**src/rtl/serdes_tx_8b10b.sv**
```systemverilog
// ---------------------------------------------------------------------------
// serdes_tx_8b10b
//
// Transmit stage of the SERDES link. Takes bytes over a valid/ready
// handshake, encodes each one to a 10-bit 8b/10b symbol against the current
// running disparity, and shifts the symbol out one bit per clock, MSB
// (bit 'a') first. K28.5 commas are inserted for receiver alignment: a burst
// of SYNC_COMMAS after reset, whenever no byte is offered at a word boundary,
// and one forced comma after every COMMA_PERIOD consecutive data words.
//
// Parameters
//   SYNC_COMMAS   K28.5 words sent after reset before data is taken (1..15)
//   COMMA_PERIOD  max consecutive data words before a forced K28.5 (1..255)
//
// Ports
//   clk        in   bit clock, one serial bit per rising edge
//   resetN     in   asynchronous active-low reset
//   dataIn     in   [7:0] byte to send, HGF = [7:5], EDCBA = [4:0]
//   dataValid  in   dataIn holds a byte to send
//   dataReady  out  byte is taken at this edge if dataValid is high
//   SerialOut  out  serial line to the receiver
//   wordStart  out  high while bit 'a' of a word is on SerialOut
//   commaSent  out  high for all 10 cycles of a K28.5 word
//   RDout      out  running disparity the next word is encoded against
//                   (1 = RD+, 0 = RD-)
// ---------------------------------------------------------------------------
module serdes_tx_8b10b #(
    parameter int SYNC_COMMAS  = 4,
    parameter int COMMA_PERIOD = 16
) (
    input  logic       clk,
    input  logic       resetN,
    input  logic [7:0] dataIn,
    input  logic       dataValid,
    output logic       dataReady,
    output logic       SerialOut,
    output logic       wordStart,
    output logic       commaSent,
    output logic       RDout
);

    localparam logic [3:0]  SYNC_N   = 4'(SYNC_COMMAS);
    localparam logic [7:0]  PERIOD_N = 8'(COMMA_PERIOD);
    localparam logic [3:0]  LAST_BIT = 4'd9;

    // K28.5 in both disparities; word order {a,b,c,d,e,i,f,g,h,j}
    localparam logic [9:0]  K285_NEG = 10'b0011111010;
    localparam logic [9:0]  K285_POS = 10'b1100000101;

    typedef enum logic {
        ST_SYNC = 1'b0,
        ST_DATA = 1'b1
    } state_t;

    // -----------------------------------------------------------------------
    // Code tables, RD- column only. The RD+ form of every unbalanced
    // sub-block is its complement; the two balanced exceptions (D.7 111000,
    // D.x.3 1100) are complemented too, which is handled by the caller.
    // -----------------------------------------------------------------------
    function automatic logic [5:0] enc6(input logic [4:0] x);
        logic [5:0] r;
        r = 6'b000000;
        case (x)
            5'd0:  r = 6'b100111;
            5'd1:  r = 6'b011101;
            5'd2:  r = 6'b101101;
            5'd3:  r = 6'b110001;
            5'd4:  r = 6'b110101;
            5'd5:  r = 6'b101001;
            5'd6:  r = 6'b011001;
            5'd7:  r = 6'b111000;
            5'd8:  r = 6'b111001;
            5'd9:  r = 6'b100101;
            5'd10: r = 6'b010101;
            5'd11: r = 6'b110100;
            5'd12: r = 6'b001101;
            5'd13: r = 6'b101100;
            5'd14: r = 6'b011100;
            5'd15: r = 6'b010111;
            5'd16: r = 6'b011011;
            5'd17: r = 6'b100011;
            5'd18: r = 6'b010011;
            5'd19: r = 6'b110010;
            5'd20: r = 6'b001011;
            5'd21: r = 6'b101010;
            5'd22: r = 6'b011010;
            5'd23: r = 6'b111010;
            5'd24: r = 6'b110011;
            5'd25: r = 6'b100110;
            5'd26: r = 6'b010110;
            5'd27: r = 6'b110110;
            5'd28: r = 6'b001110;
            5'd29: r = 6'b101110;
            5'd30: r = 6'b011110;
            5'd31: r = 6'b101011;
            default: r = 6'b000000;
        endcase
        return r;
    endfunction

    // D.x.y for y = 0..6 plus both forms of y = 7 (P7 / A7)
    function automatic logic [3:0] enc4(input logic [2:0] y, input logic alt7);
        logic [3:0] r;
        r = 4'b0000;
        case (y)
            3'd0: r = 4'b1011;
            3'd1: r = 4'b1001;
            3'd2: r = 4'b0101;
            3'd3: r = 4'b1100;
            3'd4: r = 4'b1101;
            3'd5: r = 4'b1010;
            3'd6: r = 4'b0110;
            3'd7: r = alt7 ? 4'b0111 : 4'b1110;
            default: r = 4'b0000;
        endcase
        return r;
    endfunction

    // -----------------------------------------------------------------------
    // State
    // -----------------------------------------------------------------------
    logic [9:0] shreg_q,   shreg_d;
    logic [3:0] bitcnt_q,  bitcnt_d;
    logic       rd_q,      rd_d;
    state_t     state_q,   state_d;
    logic [3:0] synccnt_q, synccnt_d;
    logic [7:0] datacnt_q, datacnt_d;
    logic       comma_q,   comma_d;

    // -----------------------------------------------------------------------
    // Data encoder: combinational, always encoding dataIn against rd_q
    // -----------------------------------------------------------------------
    logic [4:0] x5;
    logic [2:0] y3;
    logic [5:0] raw6, code6;
    logic [3:0] raw4, code4;
    logic       bal6, bal4, rd6, rd_word, alt7;
    logic [9:0] data_word;

    always_comb begin
        x5   = dataIn[4:0];
        y3   = dataIn[7:5];

        raw6 = enc6(x5);
        bal6 = ($countones(raw6) == 3);
        // D.7 is balanced but still has distinct RD-/RD+ forms
        code6 = (rd_q && (!bal6 || x5 == 5'd7)) ? ~raw6 : raw6;
        rd6   = bal6 ? rd_q : ~rd_q;

        // A7 avoids a run of five equal bits across the e/i-f boundary
        alt7 = (y3 == 3'd7) &&
               ((!rd6 && (x5 == 5'd17 || x5 == 5'd18 || x5 == 5'd20)) ||
                ( rd6 && (x5 == 5'd11 || x5 == 5'd13 || x5 == 5'd14)));

        raw4  = enc4(y3, alt7);
        bal4  = ($countones(raw4) == 2);
        // D.x.3 is balanced but still has distinct RD-/RD+ forms
        code4 = (rd6 && (!bal4 || y3 == 3'd3)) ? ~raw4 : raw4;
        rd_word = bal4 ? rd6 : ~rd6;

        data_word = {code6, code4};
    end

    // -----------------------------------------------------------------------
    // Control FSM: next state and outputs
    // -----------------------------------------------------------------------
    logic       load;
    logic       accept;
    logic [9:0] k_word;

    always_comb begin
        load      = (bitcnt_q == LAST_BIT);
        k_word    = rd_q ? K285_POS : K285_NEG;
        dataReady = (state_q == ST_DATA) && load && (datacnt_q < PERIOD_N);
        accept    = dataReady && dataValid;

        shreg_d   = {shreg_q[8:0], 1'b0};
        bitcnt_d  = bitcnt_q + 4'd1;
        rd_d      = rd_q;
        state_d   = state_q;
        synccnt_d = synccnt_q;
        datacnt_d = datacnt_q;
        comma_d   = comma_q;

        if (load) begin
            bitcnt_d = 4'd0;
            case (state_q)
                ST_SYNC: begin
                    shreg_d   = k_word;
                    rd_d      = ~rd_q;
                    comma_d   = 1'b1;
                    synccnt_d = synccnt_q + 4'd1;
                    if (synccnt_q + 4'd1 == SYNC_N) begin
                        state_d   = ST_DATA;
                        datacnt_d = 8'd0;
                    end
                end
                ST_DATA: begin
                    if (accept) begin
                        shreg_d   = data_word;
                        rd_d      = rd_word;
                        comma_d   = 1'b0;
                        datacnt_d = datacnt_q + 8'd1;
                    end else begin
                        // idle or forced comma; a pending byte waits
                        shreg_d   = k_word;
                        rd_d      = ~rd_q;
                        comma_d   = 1'b1;
                        datacnt_d = 8'd0;
                    end
                end
                default: state_d = ST_SYNC;
            endcase
        end
    end

    // -----------------------------------------------------------------------
    // Registers. bitcnt resets to 9 so the first edge after release loads
    // a word; rd resets to RD+ so that word is the K28.5 the receiver
    // locks onto.
    // -----------------------------------------------------------------------
    always_ff @(posedge clk or negedge resetN) begin
        if (!resetN) begin
            shreg_q   <= 10'd0;
            bitcnt_q  <= LAST_BIT;
            rd_q      <= 1'b1;
            state_q   <= ST_SYNC;
            synccnt_q <= 4'd0;
            datacnt_q <= 8'd0;
            comma_q   <= 1'b0;
        end else begin
            shreg_q   <= shreg_d;
            bitcnt_q  <= bitcnt_d;
            rd_q      <= rd_d;
            state_q   <= state_d;
            synccnt_q <= synccnt_d;
            datacnt_q <= datacnt_d;
            comma_q   <= comma_d;
        end
    end

    assign SerialOut = shreg_q[9];
    assign wordStart = (bitcnt_q == 4'd0);
    assign commaSent = comma_q;
    assign RDout     = rd_q;

endmodule

```
**config.mk**
```make
export PLATFORM = sky130hd
export DESIGN_NAME = serdes_tx_8b10b
export DESIGN_NICKNAME = d
export VERILOG_FILES = /design/src/rtl/serdes_tx_8b10b.sv
export SDC_FILE = /design/constraint.sdc
export NUM_CORES = 1
export LEC_CHECK = 0
export ABC_AREA = 1
export ABC_CLOCK_PERIOD_IN_PS = 7850
export BUFFER_PORTS_ARGS = -buffer_cell sky130_fd_sc_hd__buf_2
export CORE_ASPECT_RATIO = 0.9
export CORE_MARGIN = 1.5
export CORE_UTILIZATION = 40
export CTS_BUF_LIST = sky130_fd_sc_hd__clkbuf_8 sky130_fd_sc_hd__clkbuf_16
export DETAILED_ROUTE_END_ITERATION = 10
export GPL_ROUTABILITY_DRIVEN = 0
export GPL_TIMING_DRIVEN = 0
export SYNTH_ARGS = -nofsm -noshare
export SYNTH_HDL_FRONTEND = slang
export SYNTH_SLANG_ARGS = --single-unit
export TNS_END_PERCENT = 30
```
**constraint.sdc**
```tcl
create_clock -name clk -period 7.85 [get_ports clk]
set_clock_uncertainty 0.15 [all_clocks]
set_input_delay 0.3925 -clock clk [delete_from_list [all_inputs] [get_ports clk]]
set_output_delay 0.3925 -clock clk [all_outputs]
set_load 0.01 [all_outputs]
```
# After elaboration in Yosys (flattened, before gate mapping)
# Memory sizes are Yosys's and may differ from the RTL's.
# Index checks and enable logic that the tools add are counted.
# word_totals
regBits,29
mem_bits_ro,192
inputBits,11
mem_count,1
word_cells,86
out_inout_bits,5
# classes
n_bitwise,5
n_lt_le_gt_ge,1
n_mux,20
n_eq_ne,19
addsub,11
n_reduce_logical,22
# mem_list
memory,depth,width,rd,rd_ports_with_merged_regs,wr,line,source
(name not given),32,6,1,0,0,63,case (x)
# ops
op,count
$pmux W4 S8,1
$mux W10,3
$pmux W10 S2,1
$mux W8,2
$pmux W8 S2,1
$eq A5 B4 Y1 const B,3
$eq A5 B5 Y1 const B,3
$eq A3 B3 Y1 const B,4
$mux W4,3
$add A1 B1 Y2,5
$eq A3 B2 Y1 const B,3
$add A4 B1 Y4 const B,2
$add A8 B1 Y8 const B,1
$logic_and A1 B1 Y1,8
$lt A8 B5 Y1 const B,1
$logic_or A1 B1 Y1,7
$add A2 B2 Y3,2
$mux W1,6
$mux W6,1
$not A6 Y6,1
$eq A5 B3 Y1 const B,1
$add A3 B2 Y4,1
$eq A4 B2 Y1 const B,1
$eq A4 B3 Y1 const B,1
other kinds (10),16

# Depth between registers and ports, before layout
# An unclocked memory read counts as a cell.
# logic_depth
ltp_word,22
mapped_depth,34
depth_no_buf,34

# Least setup slack after synthesis
# No wires, ideal clock.
# synth_timing
path_type,in2reg
from,input port dataIn[0]
to,register shreg_q[3]
setup_ns,0.117
cell_stages,31
path_slack_ns,2.436
required_ns,7.583
path_buffers,0
arrival_ns,5.147
cell_sequence,inv_1 > ha_1 > inv_1 > nand2_1 > o21ai_0 > nand2_1 > nand3_1 > nand2_1 > fa_1 > inv_1 > fa_1 > inv_1 > ha_1 > inv_1 > fa_1 > nor2_1 > nand2_1 > nand2_1 > nand2_1 > nand3_1 > nand2_1 > fa_1 > ha_1 > ha_1 > nand3b_1 > o21ai_0 > inv_1 > nand2_1 > nand3_1 > nand2_1 > nand2_1
# synth_between
elab_chain_len,22
word_cells_on_any_way,37
cone_classes,8 x add/sub; 8 x eq/ne; 7 x mux; 1 x bitwise; 12 x reduce/logical; 1 x memory
# synth_lines
item,line,source
"start, declared",33,"input logic [7:0] dataIn,"
$mem_v2 Z32 W6,-,
$add A1 B1 Y2 (implied by the code),145,bal6 = ($countones(raw6) == 3);
$add A2 B2 Y3 (implied by the code),145,
$add A3 B2 Y4 (implied by the code),145,
$eq A4 B2 Y1,145,
$mux W1,148,rd6 = bal6 ? rd_q : ~rd_q;
$logic_not A1 Y1,152,((!rd6 && (x5 == 5'd17 || x5 == 5'd18 || x5 == 5'd20)) ||
$logic_and A1 B1 Y1,152,
[... 7 more ...],-,
$logic_not A1 Y1,158,code4 = (rd6 && (!bal4 || y3 == 3'd3)) ? ~raw4 : raw4;
$logic_or A1 B1 Y1,158,
$logic_and A1 B1 Y1,158,
$mux W4 *,158,
$mux W10 *,199,if (accept) begin
$pmux W10 S2 *,187,case (state_q)
$mux W10 *,185,if (load) begin
named net shreg_d[3],122,"logic [9:0] shreg_q, shreg_d;"
"end signal, assigned",232,shreg_q <= shreg_d;
"end, declared",122,
# The timed path passes the listed nets; every way through them passes the cells marked *.
# A chain may end at the register's enable or synchronous reset.

# Worst setup path after layout
# layout_timing
from,input port dataIn[0]
to,register shreg_q[0]
# Same word-level chain as after synthesis.

==> results_dict.tcl <==
set metrics [dict create \
    outcome "complete, but fails checks" \
    violations "negative hold slack" \
    grt_max_degree 30 \
    vdd_drop_max_mv 0.0952 \
    diodes 0 \
    yosysTopAreaCell "dfrtp_1" \
    cts_buffers 5 \
    grt_antenna_before_repair 0 \
    drtIter0Drc 152 \
    crit_required_ns 7.90 \
    syn-cell-area_sq_mm 0.00204 \
    path_buf_inv 7 \
    die_area_sq_mm 0.00554 \
    slowest_stage "fa_1" \
    hold_viol_final 26 \
    synthDistinctLibCells 28 \
    cts.sinks 29 \
    grt_usage_pct 16.3 \
    highest_layer "met4" \
    placed_area_sq_mm 0.00219 \
    grt.overflow.total 0 \
    synthesis.nets 308 \
    wl_um 3980 \
    vias 1764 \
    cts_setup_buffers 0 \
    fin_hold_ws_ns -0.0207 \
    yosys_register_bits 29 \
    r2r_setup_slack_ns 4.47 \
    cts_resized 0 \
    drc 0 \
    ys_seq_area_share_pct 35.8 \
    period_needed_ns 5.80 \
    ant_nets 0 \
    crit_path_start_kind "input port" \
    cp_max_fo 6 \
    endpoint_kind "flip-flop" \
    cp_common_cell "nand2_1" \
    yosys_warnings 0 \
    finalSetupTns_ns 0 \
    htree_levels 2 \
    fillers 501 \
    finalCritPeriodShare_pct 73.9 \
    die_h_um 70.7 \
    drt_first_pass_iters 4 \
    root_buffer "clkbuf_8" \
    rsz0062_at_grt "false" \
    viasPerCell 4.81 \
    initial_utilization_pct 41.9 \
    maxCapViolations 0 \
    drv_slew 0 \
    worst_hold_path_type "in -> async" \
    async_flop_share_pct 100 \
    pin_count 16 \
    finalSetupViolations 0 \
    power_density_mw_per_mm2 170 \
    wl_met1_um 2080 \
    max_freq_mhz 172 \
    critPathMaxStageDelay_ns 0.54 \
    ys_top_cells_by_area "dfrtp_1, nand2_1, ha_1, inv_1, nand3_1" \
    wire_per_inst_um 10.8 \
    synth_top_area_share_pct 31.9 \
    leakage_nw 1.27 \
    grt_pass1_wl_um 7170 \
    cp.arrival_ns 5.84 \
    cts.clk_slew.worst_paths_ns 0.06 \
    cts_tree "yes" \
    most-common-layout-cells "nand2_1, inv_1, nand3_1, dfrtp_1, nor2_1" \
    core_area_sq_mm 0.00486 \
    cts_hold_buf 0 \
    grt_pass1_vias 1704 \
    worstSkewPairLatency_ns 0.28 \
    die_width_um 78.3 \
    layout_commonest_cell "nand2_1" \
    rows 24 \
    finish.net_count 329 \
    wl_met3_um 143 \
    yosys_most_used_dff "dfrtp_1" \
    synth_edf_count 0 \
    cts_buffer_depth 2 \
    drive_gt1_share_pct 10.6 \
    worst_path_dominant_cell_family "adder cells" \
    final_area_sq_mm 0.00228 \
    syn_to_final_growth_pct 11.8 \
    syn_avg_cell_area_sq_um 7.28 \
    crit_type "in -> reg" \
    dp_hpwl_um 2990 \
    synthCells 280 \
    io_buffers 14 \
    wl_met2_um 1730 \
    worst_slew_margin_rel_pct 58.0 \
    worstMarginPinSlew_ns 0.630 \
]
[metrics by stage]
step	instances	power (W)	util (%)	hold slack (ns)	setup WS (ns)
after CTS	367	0.000393	46.9	0.000499	2.04
after global routing	367	0.000420	46.9	0.0268	1.47
after floorplan	280	0.000242	-	-0.0531	2.44
after detailed placement	359	0.000268	45.0	0.285	1.76
final	367	0.000388	46.9	-0.0207	2.05
after global placement	359	0.000266	45.0	0.280	1.82
[metal layers]
layer | vias to the layer above | global-route usage [%]
li1 | 936 | -
met1 | 800 | 22.9
met2 | 25 | 25.0
met3 | 3 | 4.00
met4 | 0 | 4.76
met5 | - | 0
[worst paths after layout]
check,from,endpoint,cells after the start
max in group asynchronous,resetN,datacnt_q[0]$_DFFE_PN0P_,1
worst max register to register,RDout$_DFFE_PN1N_,shreg_q[0]$_DFF_PN0_,16
min in group clk,shreg_q[4]$_DFF_PN0_,shreg_q[5]$_DFF_PN0_,2
worst max-delay path,dataIn[0],shreg_q[0]$_DFF_PN0_,31
worst min-delay path,resetN,commaSent$_DFFE_PN0N_,1
worst min register to register,shreg_q[4]$_DFF_PN0_,shreg_q[5]$_DFF_PN0_,2
[kinds of logic after synthesis]
kind of cell    count (synthesis)  share of synthesized area, %
compound gates                 37                          10.2
flops                          29                          35.8
buf+inv                        41                          7.73
fa+ha+maj                      17                          11.9
simple gates                  148                          30.9
xor+xnor                        8                          3.44
[report_power, final]
part	total, W	internal (W)	leakage [nW]	switching [W]
sequential	0.000151	0.000151	0.382	0
clock	0.000123	0.0000687	0.0538	0.0000545
combinational	0.000114	0.0000416	0.830	0.0000726
total	0.000388	0.000261	1.27	0.000127
[registers in the layout (all words and copies together), names as in the netlist]
| name | count |
|---|---|
| RDout | 1 |
| bitcnt_q | 4 |
| shreg_q | 10 |
| synccnt_q | 4 |
| commaSent | 1 |
| datacnt_q | 8 |
| state_q | 1 |
[final cells by class]
| cell class | count | area [sq um] | share of cell area (%) |
|---|---|---|---|
| multi-input combinational | 210 | 1150 | 50.5 |
| sequential | 29 | 729 | 32.0 |
| inverter | 39 | 148 | 6.47 |
| clock buffer | 6 | 82.6 | 3.62 |
| tap | 65 | 81.3 | 3.57 |
| timing repair buffer | 14 | 70.1 | 3.07 |
| buffer | 2 | 10.0 | 0.439 |
| clock inverter | 2 | 7.51 | 0.329 |
[cells in the mapped netlist (2+ instances only)]
cell	n
nor2_1	22
buf_2	2
fa_1	4
nand2_1	91
xor2_1	6
o21ai_0	18
nand3b_1	2
a21oi_1	10
inv_2	2
nand3_1	27
dfstp_2	3
xnor2_1	2
inv_1	36
o21ai_1	4
dfrtp_1	26
ha_1	13
No activity file was read; power rests on OpenSTA's default activity.
